===== config.mk =====
export PLATFORM = sky130hd
export DESIGN_NAME = gcm_block_feeder
export DESIGN_NICKNAME = d
export VERILOG_FILES = /design/src/rtl/gcm_pkg.sv /design/src/rtl/gcm_blk_packer.sv /design/src/rtl/gcm_block_feeder.sv
export SDC_FILE = /design/constraint.sdc
export NUM_CORES = 1
export LEC_CHECK = 0
export BUFFER_PORTS_ARGS = -buffer_cell sky130_fd_sc_hd__buf_2
export CAP_MARGIN = 5
export CORE_AREA = 2 2 394 396
export DETAILED_ROUTE_END_ITERATION = 7
export DIE_AREA = 0 0 396 398
export SLEW_MARGIN = 20
export SYNTH_ARGS = -nofsm -noshare
export SYNTH_HDL_FRONTEND = slang
export SYNTH_SLANG_ARGS = --single-unit

===== constraint.sdc =====
create_clock -name clk -period 3.9 [get_ports clk]
set_input_delay 0.585 -clock clk [delete_from_list [all_inputs] [get_ports clk]]
set_output_delay 0.585 -clock clk [all_outputs]
set_load 0.01 [all_outputs]

===== src/rtl/gcm_pkg.sv =====
// gcm_pkg: shared constants, FSM states and byte-mask helper
// for the GCM block feeder.
package gcm_pkg;

  localparam int BLK_W         = 128;
  localparam int WORD_W        = 32;
  localparam int WORDS_PER_BLK = 4;
  localparam int GCM_LEN_W     = 64;

  typedef enum logic [2:0] {
    IDLE,
    AAD_FILL,
    AAD_EMIT,
    PT_FILL,
    PT_EMIT,
    DONE
  } feed_state_t;

  // Keep the first `keep` bytes (big-endian) of a word.
  function automatic logic [WORD_W-1:0] byte_mask(
    input logic [2:0] keep
  );
    logic [WORD_W-1:0] m;
    case (keep)
      3'd1:    m = 32'hFF00_0000;
      3'd2:    m = 32'hFFFF_0000;
      3'd3:    m = 32'hFFFF_FF00;
      default: m = 32'hFFFF_FFFF;
    endcase
    return m;
  endfunction

endpackage


===== src/rtl/gcm_blk_packer.sv =====
// gcm_blk_packer: assembles masked 32-bit words into one
// 128-bit block, first word in the top bits; cleared on emit.
module gcm_blk_packer
  import gcm_pkg::*;
(
  input  logic              clk,
  input  logic              rst_n,
  input  logic              clr,
  input  logic              wr,
  input  logic [WORD_W-1:0] word,
  input  logic [2:0]        keep,
  output logic [1:0]        slot,
  output logic [BLK_W-1:0]  blk
);

  logic [WORD_W-1:0] masked;

  assign masked = word & byte_mask(keep);

  // Drop each accepted word into the next slot, MSB first.
  always_ff @(posedge clk or negedge rst_n) begin
    if (!rst_n) begin
      slot <= '0;
      blk  <= '0;
    end else if (clr) begin
      slot <= '0;
      blk  <= '0;
    end else if (wr) begin
      blk[BLK_W-WORD_W*(int'(slot)+1) +: WORD_W] <= masked;
      slot <= slot + 2'd1;
    end
  end

endmodule


===== src/rtl/gcm_block_feeder.sv =====
// gcm_block_feeder: packs a word stream into AAD/PT blocks for gcm_aes.
// Optional macro GCM_FEEDER_LEN_CHECK_EN checks i_word_last.
module gcm_block_feeder
  import gcm_pkg::*;
#(
  parameter int LEN_W = GCM_LEN_W
) (
  input  logic              clk,
  input  logic              i_rst_n,
  input  logic              i_start,
  input  logic [127:0]      i_cipher_key,
  input  logic [95:0]       i_iv,
  input  logic [LEN_W-1:0]  i_aad_len,
  input  logic [LEN_W-1:0]  i_pt_len,
  input  logic [WORD_W-1:0] i_word,
  input  logic              i_word_valid,
  input  logic              i_word_last,
  output logic              o_word_ready,
  output logic              o_blk_valid,
  input  logic              i_blk_ready,
  output logic              o_new_instance,
  output logic              o_pt_instance,
  output logic [BLK_W-1:0]  o_aad,
  output logic [BLK_W-1:0]  o_plain_text,
  output logic [LEN_W-1:0]  o_aad_size,
  output logic [LEN_W-1:0]  o_plain_text_size,
  output logic [127:0]      o_cipher_key,
  output logic [95:0]       o_iv,
  output logic              o_busy,
  output logic              o_done,
  output logic              o_len_err
);

  // Stream byte 0 sits in bits 127:120, i.e. [0:7]
  // in gcm_aes's ascending block numbering.

  localparam logic [1:0] LAST_SLOT = 2'(WORDS_PER_BLK - 1);

  feed_state_t      state;
  logic [127:0]     key_q;
  logic [95:0]      iv_q;
  logic [LEN_W-1:0] aad_len_q;
  logic [LEN_W-1:0] pt_len_q;
  logic [LEN_W-1:0] rem;
  logic [LEN_W-1:0] pt_bytes;
  logic             first_q;
  logic             valid_q;
  logic             new_q;
  logic             pti_q;
  logic             busy_q;
  logic             done_q;
  logic             err_q;

  logic             fill;
  logic             take;
  logic             hs;
  logic             calc_last;
  logic             eff_last;
  logic             mis;
  logic             fill_end;
  logic [2:0]       keep;
  logic [1:0]       slot;
  logic [BLK_W-1:0] blk;

  assign fill      = (state == AAD_FILL) || (state == PT_FILL);
  assign o_word_ready = fill && (rem != '0);
  assign take      = o_word_ready && i_word_valid;
  assign hs        = valid_q && i_blk_ready;
  assign calc_last = rem <= LEN_W'(4);
  assign keep      = calc_last ? rem[2:0] : 3'd4;
  assign pt_bytes  = pt_len_q >> 3;

`ifdef GCM_FEEDER_LEN_CHECK_EN
  assign eff_last = calc_last || i_word_last;
  assign mis      = take && (calc_last != i_word_last);
`else
  logic unused_last;
  assign unused_last = i_word_last;
  assign eff_last    = calc_last;
  assign mis         = 1'b0;
`endif

  // Empty AAD phase emits at once; otherwise emit
  // after the 4th word or the phase's final word.
  assign fill_end = fill && ((rem == '0) ||
                    (take && (eff_last || slot == LAST_SLOT)));

  gcm_blk_packer u_packer (
    .clk   (clk),
    .rst_n (i_rst_n),
    .clr   (hs),
    .wr    (take),
    .word  (i_word),
    .keep  (keep),
    .slot  (slot),
    .blk   (blk)
  );

  // Job sequencing: latch, fill, emit, next phase, done.
  always_ff @(posedge clk or negedge i_rst_n) begin
    if (!i_rst_n) begin
      state     <= IDLE;
      key_q     <= '0;
      iv_q      <= '0;
      aad_len_q <= '0;
      pt_len_q  <= '0;
      rem       <= '0;
      first_q   <= 1'b0;
      valid_q   <= 1'b0;
      new_q     <= 1'b0;
      pti_q     <= 1'b0;
      busy_q    <= 1'b0;
      done_q    <= 1'b0;
      err_q     <= 1'b0;
    end else begin
      done_q <= 1'b0;
      if (mis) err_q <= 1'b1;
      unique case (state)
        IDLE: begin
          if (i_start) begin
            key_q     <= i_cipher_key;
            iv_q      <= i_iv;
            aad_len_q <= i_aad_len;
            pt_len_q  <= i_pt_len;
            rem       <= i_aad_len >> 3;
            first_q   <= 1'b1;
            busy_q    <= 1'b1;
            err_q     <= 1'b0;
            state     <= AAD_FILL;
          end
        end
        AAD_FILL, PT_FILL: begin
          if (take) rem <= eff_last ? '0 : rem - LEN_W'(4);
          if (fill_end) begin
            valid_q <= 1'b1;
            new_q   <= first_q && (state == AAD_FILL);
            pti_q   <= first_q && (state == PT_FILL);
            state   <= (state == AAD_FILL) ? AAD_EMIT : PT_EMIT;
          end
        end
        AAD_EMIT, PT_EMIT: begin
          if (i_blk_ready) begin
            valid_q <= 1'b0;
            new_q   <= 1'b0;
            pti_q   <= 1'b0;
            first_q <= 1'b0;
            if (rem != '0) begin
              state <= (state == AAD_EMIT) ? AAD_FILL : PT_FILL;
            end else if (state == AAD_EMIT && pt_bytes != '0) begin
              rem     <= pt_bytes;
              first_q <= 1'b1;
              state   <= PT_FILL;
            end else begin
              done_q <= 1'b1;
              state  <= DONE;
            end
          end
        end
        DONE: begin
          busy_q <= 1'b0;
          state  <= IDLE;
        end
      endcase
    end
  end

  assign o_blk_valid       = valid_q;
  assign o_new_instance    = new_q;
  assign o_pt_instance     = pti_q;
  assign o_aad             = (state == AAD_EMIT) ? blk : '0;
  assign o_plain_text      = (state == PT_EMIT) ? blk : '0;
  assign o_aad_size        = aad_len_q;
  assign o_plain_text_size = pt_len_q;
  assign o_cipher_key      = key_q;
  assign o_iv              = iv_q;
  assign o_busy            = busy_q;
  assign o_done            = done_q;
  assign o_len_err         = err_q;

endmodule


-- After elaboration in Yosys (flattened, before gate mapping)
Cells that the tools add are included.
- output and inout bits: 615
- word-level logic and storage cells: 107
- register bits: 555
- bits of input ports: 390
- bitwise logic cells: 1
- reduce and logical (&&, ||, !) cells: 28
- shift operators: 2
- magnitude comparators: 1
- equal/unequal tests: 15
- add/sub/neg operators: 5
- muxes and demuxes: 41
- operators with widths (cell ; count):
    2-to-1 mux 128 bit ; 4
    2-to-1 mux 64 bit ; 6
    case mux 64 bit (3 select lines) ; 1
    bitwise mux 128 bit ; 1
    nonzero test 64 bit ; 2
    variable shift 32 x 33 -> 128 bit (first input constant) ; 1
    indexed part select 32 x 33 -> 128 bit ; 1
    case mux 24 bit (3 select lines) ; 1
    <= comparator 64 x 3 -> 1 bit (second input constant) ; 1
    logical NOT 64 bit ; 1
    subtractor 64 x 3 -> 64 bit (second input constant) ; 1
    negation 32 -> 33 bit ; 1
    AND 32 bit ; 1
    subtractor 9 x 32 -> 32 bit (first input constant) ; 1
    2-to-1 mux 3 bit ; 7
    == test 3 x 2 -> 1 bit (second input constant) ; 4
    2-to-1 mux 1 bit ; 12
    inequality test 2 bit (second input constant) ; 6
    case mux 3 bit (4 select lines) ; 1
    case mux 1 bit (2 select lines) ; 5
    AND reduction 3 bit ; 3
    logical AND 1 bit ; 8
    nonzero test 2 bit ; 4
    == test 3 x 1 -> 1 bit (second input constant) ; 2
    11 further kinds ; 18

-- Longest topological paths before layout
Gate-level depths: netlist of the first run.
- depth after elaboration: 9
- gate-level depth with buffers: 10
- gate-level depth less buffers: 8

-- Hierarchy
From an unflattened synthesis of the first run, not the netlist that was laid out.
- cells, all modules: 2162
- area, all modules: 25084.1 sq um
- by module, submodules not included (module ; cells each ; instances ; seq. area each (sq um) ; area each (sq um)):
    gcm_block_feeder ; 1760 ; 1 ; 10635.2 ; 20189.4
    gcm_blk_packer ; 402 ; 1 ; 3253.1 ; 4894.7

-- Least setup slack after synthesis of the first run
No wires, ideal clock.
- path type: register to register
- start: register rem[55]
- end: register u_packer.blk[16]
- clock period less this slack: 2.679 ns
- setup slack: 1.221 ns
- cell stages (with the launch flop): 10
- buffers on the path: 2
- arrival time: 2.558 ns
- data required time: 3.779 ns
- library setup time: 0.121 ns
- path through: dfrtp_1 or4_4 or3_4 nor3_4 and4_4 nor4_1 buf_2 nor2b_1 buf_2 a22o_1
- cells in the longest elaborated chain, start to end: 9
- elaborated cells on any way between the ends: 15
- classes of those cells: order compare: 1; eq/ne: 3; shift: 1; mux: 5; bitwise: 1; reduce/logical: 4
- ends and longest elaborated chain (what ; RTL line ; RTL):
    start, declared ; gcm_block_feeder.sv:44 ; logic [LEN_W-1:0] rem;
    start signal, assigned ; gcm_block_feeder.sv:125 ; rem <= i_aad_len >> 3;
    start signal, assigned ; gcm_block_feeder.sv:133 ; if (take) rem <= eff_last ? '0 : rem - LEN_W'(4);
    start signal, assigned ; gcm_block_feeder.sv:150 ; rem <= pt_bytes;
    <= comparator 64 x 3 -> 1 bit ; gcm_block_feeder.sv:69 ; assign calc_last = rem <= LEN_W'(4);
    2-to-1 mux 3 bit ; gcm_block_feeder.sv:70 ; assign keep = calc_last ? rem[2:0] : 3'd4;
    == test 3 x 2 -> 1 bit / == test 3 x 1 -> 1 bit (equally long branches) ; gcm_pkg.sv:24 ; case (keep)
    case mux 24 bit (3 select lines) ; gcm_pkg.sv:24 ;
    AND 32 bit ; gcm_blk_packer.sv:18 ; assign masked = word & byte_mask(keep);
    indexed part select 32 x 33 -> 128 bit ; gcm_blk_packer.sv:29 ; blk[BLK_W-WORD_W*(int'(slot)+1) +: WORD_W] <= masked;
    bitwise mux 128 bit ; gcm_blk_packer.sv:29 ;
    2-to-1 mux 128 bit ; gcm_blk_packer.sv:28 ; end else if (wr) begin
    2-to-1 mux 128 bit ; gcm_blk_packer.sv:25 ; end else if (clr) begin
    end signal, assigned by index ; gcm_blk_packer.sv:29 ;
    end, declared ; gcm_blk_packer.sv:13 ; output logic [BLK_W-1:0] blk
Parallel ways exist; a longest one is shown, timed or not. The select of a mux whose other input is x is not followed.
A chain may end at the register's enable or synchronous reset.

-- Worst setup path in the final report of the first run
- start: register rem[35]
- end: register u_packer.blk[99]
The elaborated chain is that of the path after synthesis.

==> metrics.md, run 1 <==
| Metric | Value |
|---|---|
| RSZ-0062 raised after global routing | `false` |
| WP data required | `4.51 ns` |
| Initial DRC Count | `1552` |
| Io pins | `1005` |
| Max IR drop VDD | `538 µV` |
| Most frequent cells in the layout | `1001 x buf_2, 554 x dfrtp_1, 352 x mux2_2, 151 x and3_1, 139 x and2_1` |
| Reg clk slew, reported paths | `0.07 ns` |
| Final setup fails | `0` |
| Crit end category | `flop` |
| DP HPWL | `89800 µm` |
| CTS tree | `yes` |
| Tmin final | `3.68 ns` |
| Final nets | `3522` |
| Worst reg2reg endpoint | `u_packer.blk[99]` |
| Fin area | `35200 µm²` |
| Worst-case reg-to-reg path depth | `10` |
| Worst setup path endpoint | `u_packer.blk[99]` |
| Initial antenna violation count | `44` |
| Count of final hold-check violations | `0` |
| Fillers | `16500` |
| FF+latch count, synth | `555` |
| Measured slew at the worst slew-check pin | `1.17 ns` |
| Share of cells above drive strength 1 | `50.0%` |
| Placed cell areas | `32700 µm²` |
| Worst Path Arrival | `4.29 ns` |
| Fraction of the yosys area taken by sequential cells | `56.0%` |
| LEAKAGE | `0.0172 µW` |
| Clk buf depth | `3` |
| Area of the multi-input gates | `10300 µm²` |
| Post-Syn Nets | `2517` |
| Slowest-stage cell, CP | `nor2_1` |
| Final core occ | `22.9%` |
| CP Max Fanout | `15` |
| Syn_area_per_cell | `11.7 µm²` |
| Final ANT Viol Nets | `0` |
| Vias after detailed routing | `21800` |
| YS warnings | `0` |
| Status | `finished, final reports clean` |
| Routed len/inst | `22.0 µm` |
| Pin count of the biggest net entering global routing | `132` |
| Startpoint Class | `flop` |
| Syn Inst Count | `2120` |
| Final Cycle Share | `94.4%` |
| Crit-path most repeated cell | `buf_4` |
| Post-synth cell types | `59` |
| Pwr/cell area | `795 nW/µm²` |
| Root Driver | `clkbuf_16` |
| Async S/R FF share, synth | `100%` |
| Die height | `398 µm` |
| Setup TNS | `0 ns` |
| Initial DRT Pass Iterations | `7` |
| Hold Path Class | `primary input to flop` |
| Critical Path, Cell by Cell | `nor3_1, buf_4, nand4_1, nor3_4, buf_4, buf_4, a21oi_2, nand2_1, nor2_1, a22o_1` |
| R2r setup slk | `0.22 ns` |
| Area Overhead vs Synth | `41.9%` |
| Total gr overflow | `0` |
| # rows | `144` |
| Layout Skew | `0.0362 ns` |
| First-pass GRT wire length | `158000 µm` |
| MaxCap Viol Count | `0` |
| # DRC | `0` |
| Tot Pwr | `28000 µW` |
| Gpl congestion | `0.872` |
| Top_reg_cell synth | `dfrtp_1` |
| Register area | `13900 µm²` |
| Tot GR Track Use | `13.9%` |
| Die footprint | `158000 µm²` |
| Number of flops mapped to enable cells by yosys | `0` |
| WS Path Type | `flop to flop` |
| Post-Synthesis Cell Area | `24800 µm²` |
| Commonest non-fill, non-tap cell in the layout | `buf_2` |
| Routed wire length | `115000 µm` |
| DR vias/cell | `4.16` |
| Worst path max stage delay | `0.94 ns` |
| Core Area | `153000 µm²` |
| TritonCTS Buffers | `69` |
| Clk_lat worst skew | `0.68 ns` |
| Htree depth | `3` |
| Reg2Reg Launch Point | `rem[35]` |
| Slew HR | `22.0%` |
| Effective utilization at floorplan | `16.2%` |
| Fmax | `272 MHz` |
| Die W | `396 µm` |
| PortBufs | `1002` |
| Max-slew violations | `0` |
| Clock Sinks | `555` |
| Vias in the first global route | `21300` |
| Crit. Startpoint | `rem[35]` |
-- timing repair --
item / CTS / global route
setup endpoints to repair: 1 / 1
pin swaps: 1 / 0
hold buffers: 1 / 0
setup buffers: 1 / 0
resized for setup: 0 / 1
endpoints found under the hold margin: 52 / 0
-- per-stage QoR --
| stage | hold slack (ns) | cells | setup slack, ns |
|---|---|---|---|
| after floorplan | 0.289 | 2120 | 1.22 |
| after global placement | 0.484 | 5096 | 0.390 |
| after detailed placement | 0.490 | 5096 | 0.400 |
| after CTS | 0.0555 | 5223 | 0.0726 |
| after global routing | 0.0870 | 5224 | 0.0289 |
| final | 0.135 | 5224 | 0.218 |
-- flip-flops by register name (all words and copies together), names as in the netlist --
signal	count
first_q	1
o_done	1
o_cipher_key	128
o_new_instance	1
o_iv	96
u_packer.slot	2
o_aad_size	64
o_busy	1
state	3
o_pt_instance	1
o_plain_text_size	64
u_packer.blk	128
rem	64
o_blk_valid	1
-- cell type report --
type	instances	area share, %
flip-flops and latches	555	39.5
multi-input cells	1388	29.2
repair buffers	1093	16.8
well taps	2044	7.27
clock buffers	91	5.58
clock inverters	34	1.36
inverters	18	0.192
diodes	1	0.00712
-- logic make-up after synthesis --
group                      synth area share [%]
xor gates and xnor gates                 0.0707
muxes                                      16.0
buffers and inverters                      2.90
DFF                                        56.0
other                                    0.0151
and+or+nand+nor                            13.8
adders and majority gates                 0.353
AOI/OAI and AO/OA                          10.8
-- worst min-delay path by stage --
stage / start / end / slack [ns] / cells past startpoint
after floorplan: i_rst_n / first_q / 0.29 / 0
after global placement: o_iv[73] / o_iv[73] / 0.48 / 1
after detailed placement: o_aad_size[39] / o_aad_size[39] / 0.49 / 1
after CTS: i_iv[57] / o_iv[57] / 0.06 / 2
after global routing: i_iv[57] / o_iv[57] / 0.09 / 2
final: i_iv[50] / o_iv[50] / 0.14 / 2
-- cell usage after synthesis (30+ instances only) --
master	count	area, µm²
nand3_1	41	205
nor3_1	33	165
and3_1	152	951
nor4_1	30	188
a21oi_1	86	430
dfrtp_1	555	13900
clkbuf_1	126	473
nor2_1	98	368
nand2_1	79	297
o21ai_0	118	591
a22o_1	123	1080
and2_1	139	870
mux2_2	352	3960
-- where the power goes --
| part | switching (µW) | internal, µW | leakage [µW] |
|---|---|---|---|
| logic | 6380 | 4780 | 0.00910 |
| registers | 1750 | 8140 | 0.00688 |
| clock network | 2840 | 4060 | 0.00119 |
-- layer usage --
| layer | vias up | global-route usage (%) | part of all wire [%] | wire length (µm) |
|---|---|---|---|---|
| li1 | 9658 | - | - | - |
| met1 | 10900 | 17.2 | 40 | 46000 |
| met2 | 974 | 23.2 | 49 | 55900 |
| met3 | 157 | 4.40 | 8.8 | 10000 |
| met4 | 38 | 3.87 | 2.3 | 2590 |
| met5 | - | 0 | 0.21 | 245 |
-- critical path: cells and delay by family (launching register included) --
kind | cells | cell delay [ns]
simple gates | 5 | 1.67
compound gates | 2 | 0.98
buf+inv | 3 | 0.53
flops | 1 | 0.42
(Power assumes the default switching activity.)
==> inputs of run 2 (changes only) <==
--- a/config.mk
+++ b/config.mk
@@ -7,10 +7,11 @@
 export LEC_CHECK = 0
 export BUFFER_PORTS_ARGS = -buffer_cell sky130_fd_sc_hd__buf_2
 export CAP_MARGIN = 5
-export CORE_AREA = 2 2 394 396
+export CORE_AREA = 2 2 396 398
 export DETAILED_ROUTE_END_ITERATION = 7
-export DIE_AREA = 0 0 396 398
+export DIE_AREA = 0 0 398 400
 export SLEW_MARGIN = 20
 export SYNTH_ARGS = -nofsm -noshare
 export SYNTH_HDL_FRONTEND = slang
+export SYNTH_HIERARCHICAL = 1
 export SYNTH_SLANG_ARGS = --single-unit
==> run 2 against run 1 <==
Compared with the run above: sequential share of layout area is 0.35 points lower; non-clock buffer count is 19 lower; total power is 1.9% higher; synthesized cell count is 2.0% higher; die area is 1.0% higher; final area is 0.86% higher; count of clock-buffer cells in the layout is 6 lower; utilization is 0.069 points lower; critical path depth is 2 lower; clock skew is 0.0041 ns higher; maximum frequency is 4.0% higher; setup slack better by 0.14 ns; largest power group unchanged.
==> metrics.md, run 2 <==
| Metric | Value |
|---|---|
| Top Metal Used | `met5` |
| Final nets | `3549` |
| Mux cell area share after synthesis | `15.9%` |
| Slew HR | `25.8%` |
| Max IR drop VDD | `390 µV` |
| Tmin final | `3.54 ns` |
| Core Area | `155000 µm²` |
| Final ANT Viol Nets | `0` |
| Fmax | `282 MHz` |
| Vias in the first global route | `21400` |
| Total gr overflow | `0` |
| Gpl congestion | `0.863` |
| Root Driver | `clkbuf_16` |
| Status | `finished, final reports clean` |
| Fillers | `16800` |
| TritonCTS Buffers | `70` |
| Clk_lat worst skew | `0.68 ns` |
| Routed len/inst | `25.3 µm` |
| FF+latch count, synth | `555` |
| Area of the multi-input gates | `10600 µm²` |
| Routed wire length | `134000 µm` |
| Final Cycle Share | `90.8%` |
| Die W | `398 µm` |
| WP data required | `3.31 ns` |
| # DRC | `0` |
| Clock Sinks | `555` |
| MaxCap Viol Count | `0` |
| Setup Fix Bufs, Post-CTS | `0` |
| Met2 Wirelength | `58600 µm` |
| Tot GR Track Use | `15.9%` |
| Most frequent cells in the layout | `1001 x buf_2, 554 x dfrtp_1, 353 x mux2_2, 158 x and3_1, 134 x and2_1` |
| Hold Path Class | `primary input to flop` |
| Fin area | `35500 µm²` |
| Post-synthesis compound-gate area fraction | `11.1%` |
| Post-Syn Nets | `2558` |
| DR WL met3 | `14900 µm` |
| Number of flops mapped to enable cells by yosys | `0` |
| RSZ-0062 raised after global routing | `false` |
| Fraction of the yosys area taken by sequential cells | `55.4%` |
| Crit end category | `output pin` |
| Clk buf depth | `3` |
| Count of final hold-check violations | `0` |
| Area Overhead vs Synth | `41.4%` |
| Most frequent cells after synthesis | `555 x dfrtp_1, 353 x mux2_2, 158 x and3_1` |
| First-pass GRT wire length | `177000 µm` |
| Share of cells above drive strength 1 | `50.3%` |
| Worst Path Arrival | `2.96 ns` |
| Async S/R FF share, synth | `100%` |
| WS Path Type | `flop to output pin` |
| Register area | `13900 µm²` |
| Final setup fails | `0` |
| CP Max Fanout | `5` |
| Commonest non-fill, non-tap cell in the layout | `buf_2` |
| YS warnings | `6` |
| DR vias/cell | `4.24` |
| DP HPWL | `108000 µm` |
| Syn Inst Count | `2162` |
| Post-synth cell types | `65` |
| Vias after detailed routing | `22400` |
| Initial antenna violation count | `49` |
| Reg clk slew, reported paths | `0.06 ns` |
| Startpoint Class | `flop` |
| Post-Synthesis Cell Area | `25100 µm²` |
| Layout Skew | `0.0402 ns` |
| Max-slew violations | `0` |
| Pin count of the biggest net entering global routing | `132` |
| Synth area leader | `dfrtp_1` |
| Pwr/cell area | `803 nW/µm²` |
| Die height | `400 µm` |
| Synth Area in XOR/XNOR | `0.0698%` |
| Die footprint | `159000 µm²` |
| # rows | `145` |
| Top_reg_cell synth | `dfrtp_1` |
| Synth Area in Simple Gates | `14.4%` |
| Synth top area cells | `dfrtp_1 55%, mux2_2 16%, and3_1 3.9%, and2_1 3.3%, a22o_1 2.5%` |
| PortBufs | `1002` |
| Syn_area_per_cell | `11.6 µm²` |
| Initial DRC Count | `1831` |
| Placed cell areas | `32900 µm²` |
| Measured slew at the worst slew-check pin | `1.11 ns` |
| Final hold slack | `0.144 ns` |
| Area share of the largest cell type after synthesis | `55.4%` |
| Effective utilization at floorplan | `16.2%` |
| CTS tree | `yes` |
| Main combinational cell family by area after synthesis | `multiplexers` |
| LEAKAGE | `0.0172 µW` |
| M1 WL | `56100 µm` |
| Io pins | `1005` |
| Initial DRT Pass Iterations | `6` |
| Post-synthesis adder-cell area fraction | `0.299%` |
| Htree depth | `3` |
| Most common cell in the netlist | `dfrtp_1` |
==> run 2: cell count changes in the layout (fill, tap and decap cells not counted), moves of 12 or more <==
| cell | change |
|---|---|
| or3_1 | +12 |
| buf_4 | -20 |
| o21ai_0 | -33 |
| a31oi_1 | -12 |
| nand3_1 | -23 |
| a22o_1 | -50 |
| o21ai_1 | +32 |
| nand2_1 | +40 |
| o21ai_2 | +20 |
| a211oi_1 | +12 |
| o2bb2ai_1 | +12 |
==> run 2: final timing paths <==
kind / startpoint / end / slack, ns / depth (start not counted)
max reg2reg: rem[2] / u_packer/blk[127] / 0.37 / 10
max: rem[2] / o_word_ready / 0.36 / 8
min: i_pt_len[2] / o_plain_text_size[2] / 0.14 / 2
max in group asynchronous: i_rst_n / o_cipher_key[92] / 2.44 / 3
min in group asynchronous: i_rst_n / o_aad_size[61] / 0.49 / 2
min reg2reg: u_packer/blk[21] / u_packer/blk[21] / 0.50 / 2
==> run 2: layout make-up <==
cell class / instances / share of cell area [%]
Sequential cell: 555 / 39.2
Multi-Input combinational cell: 1431 / 29.8
Timing Repair Buffer: 1074 / 16.4
Tap cell: 2058 / 7.26
Clock buffer: 85 / 5.35
Clock inverter: 44 / 1.77
Inverter: 21 / 0.222
Antenna cell: 11 / 0.0776
==> run 2: worst max-delay path, cell delays in order (launching register included) <==
cell     delay [ns]
dfrtp_1        0.43
inv_1          0.12
ha_1           0.24
nor3b_2        0.25
nand4_1        0.16
or4_1          0.55
nor3_4         0.28
nor2_1         0.08
buf_2          0.18
==> run 2: kinds of logic (layout without fill, tap and decap cells) <==
logic type,Yosys count,count (layout)
multiplexers,354,354
other,1,12
flip-flops,555,555
adder cells (fa/ha/maj),6,6
XOR/XNOR,2,2
buffers and inverters,176,1224
AO/OA/AOI/OAI,416,416
AND/OR/NAND/NOR,652,652
==> run 2: stage by stage <==
step | power, µW | cells | util (%) | setup WS, ns | setup TNS (ns)
2_1_floorplan | 15400 | 2162 | - | 0.723 | 0
3_3_place_gp | 21300 | 5137 | 21.2 | -0.131 | -1.91
3_5_place_dp | 21500 | 5137 | 21.2 | 0.156 | 0
4_1_cts | 28900 | 5267 | 22.8 | 0.0833 | 0
5_1_grt | 30100 | 5270 | 22.9 | 0.0738 | 0
6_report | 28500 | 5279 | 22.9 | 0.359 | 0
==> run 2: timing repair <==
item / CTS / global route
endpoints found under the setup margin: 1 / 1
resized for setup: 1 / 2
pin swaps: 0 / 0
hold buffers: 1 / 0
cloned: 0 / 0
hold endpoints to repair: 36 / 0
==> run 2: per-layer routing <==
| metal | global-route usage [%] | vias to the layer above |
|---|---|---|
| li1 | - | 9829 |
| met1 | 20.8 | 11400 |
| met2 | 23.4 | 961 |
| met3 | 6.94 | 195 |
| met4 | 4.82 | 30 |
| met5 | 0 | - |
==> run 2: power breakdown <==
group          leakage, µW  switching (µW)  internal, µW
clock network      0.00124            2970          4220
registers          0.00690            1940          8110
logic              0.00904            6710          4540
total               0.0172           11600         16900
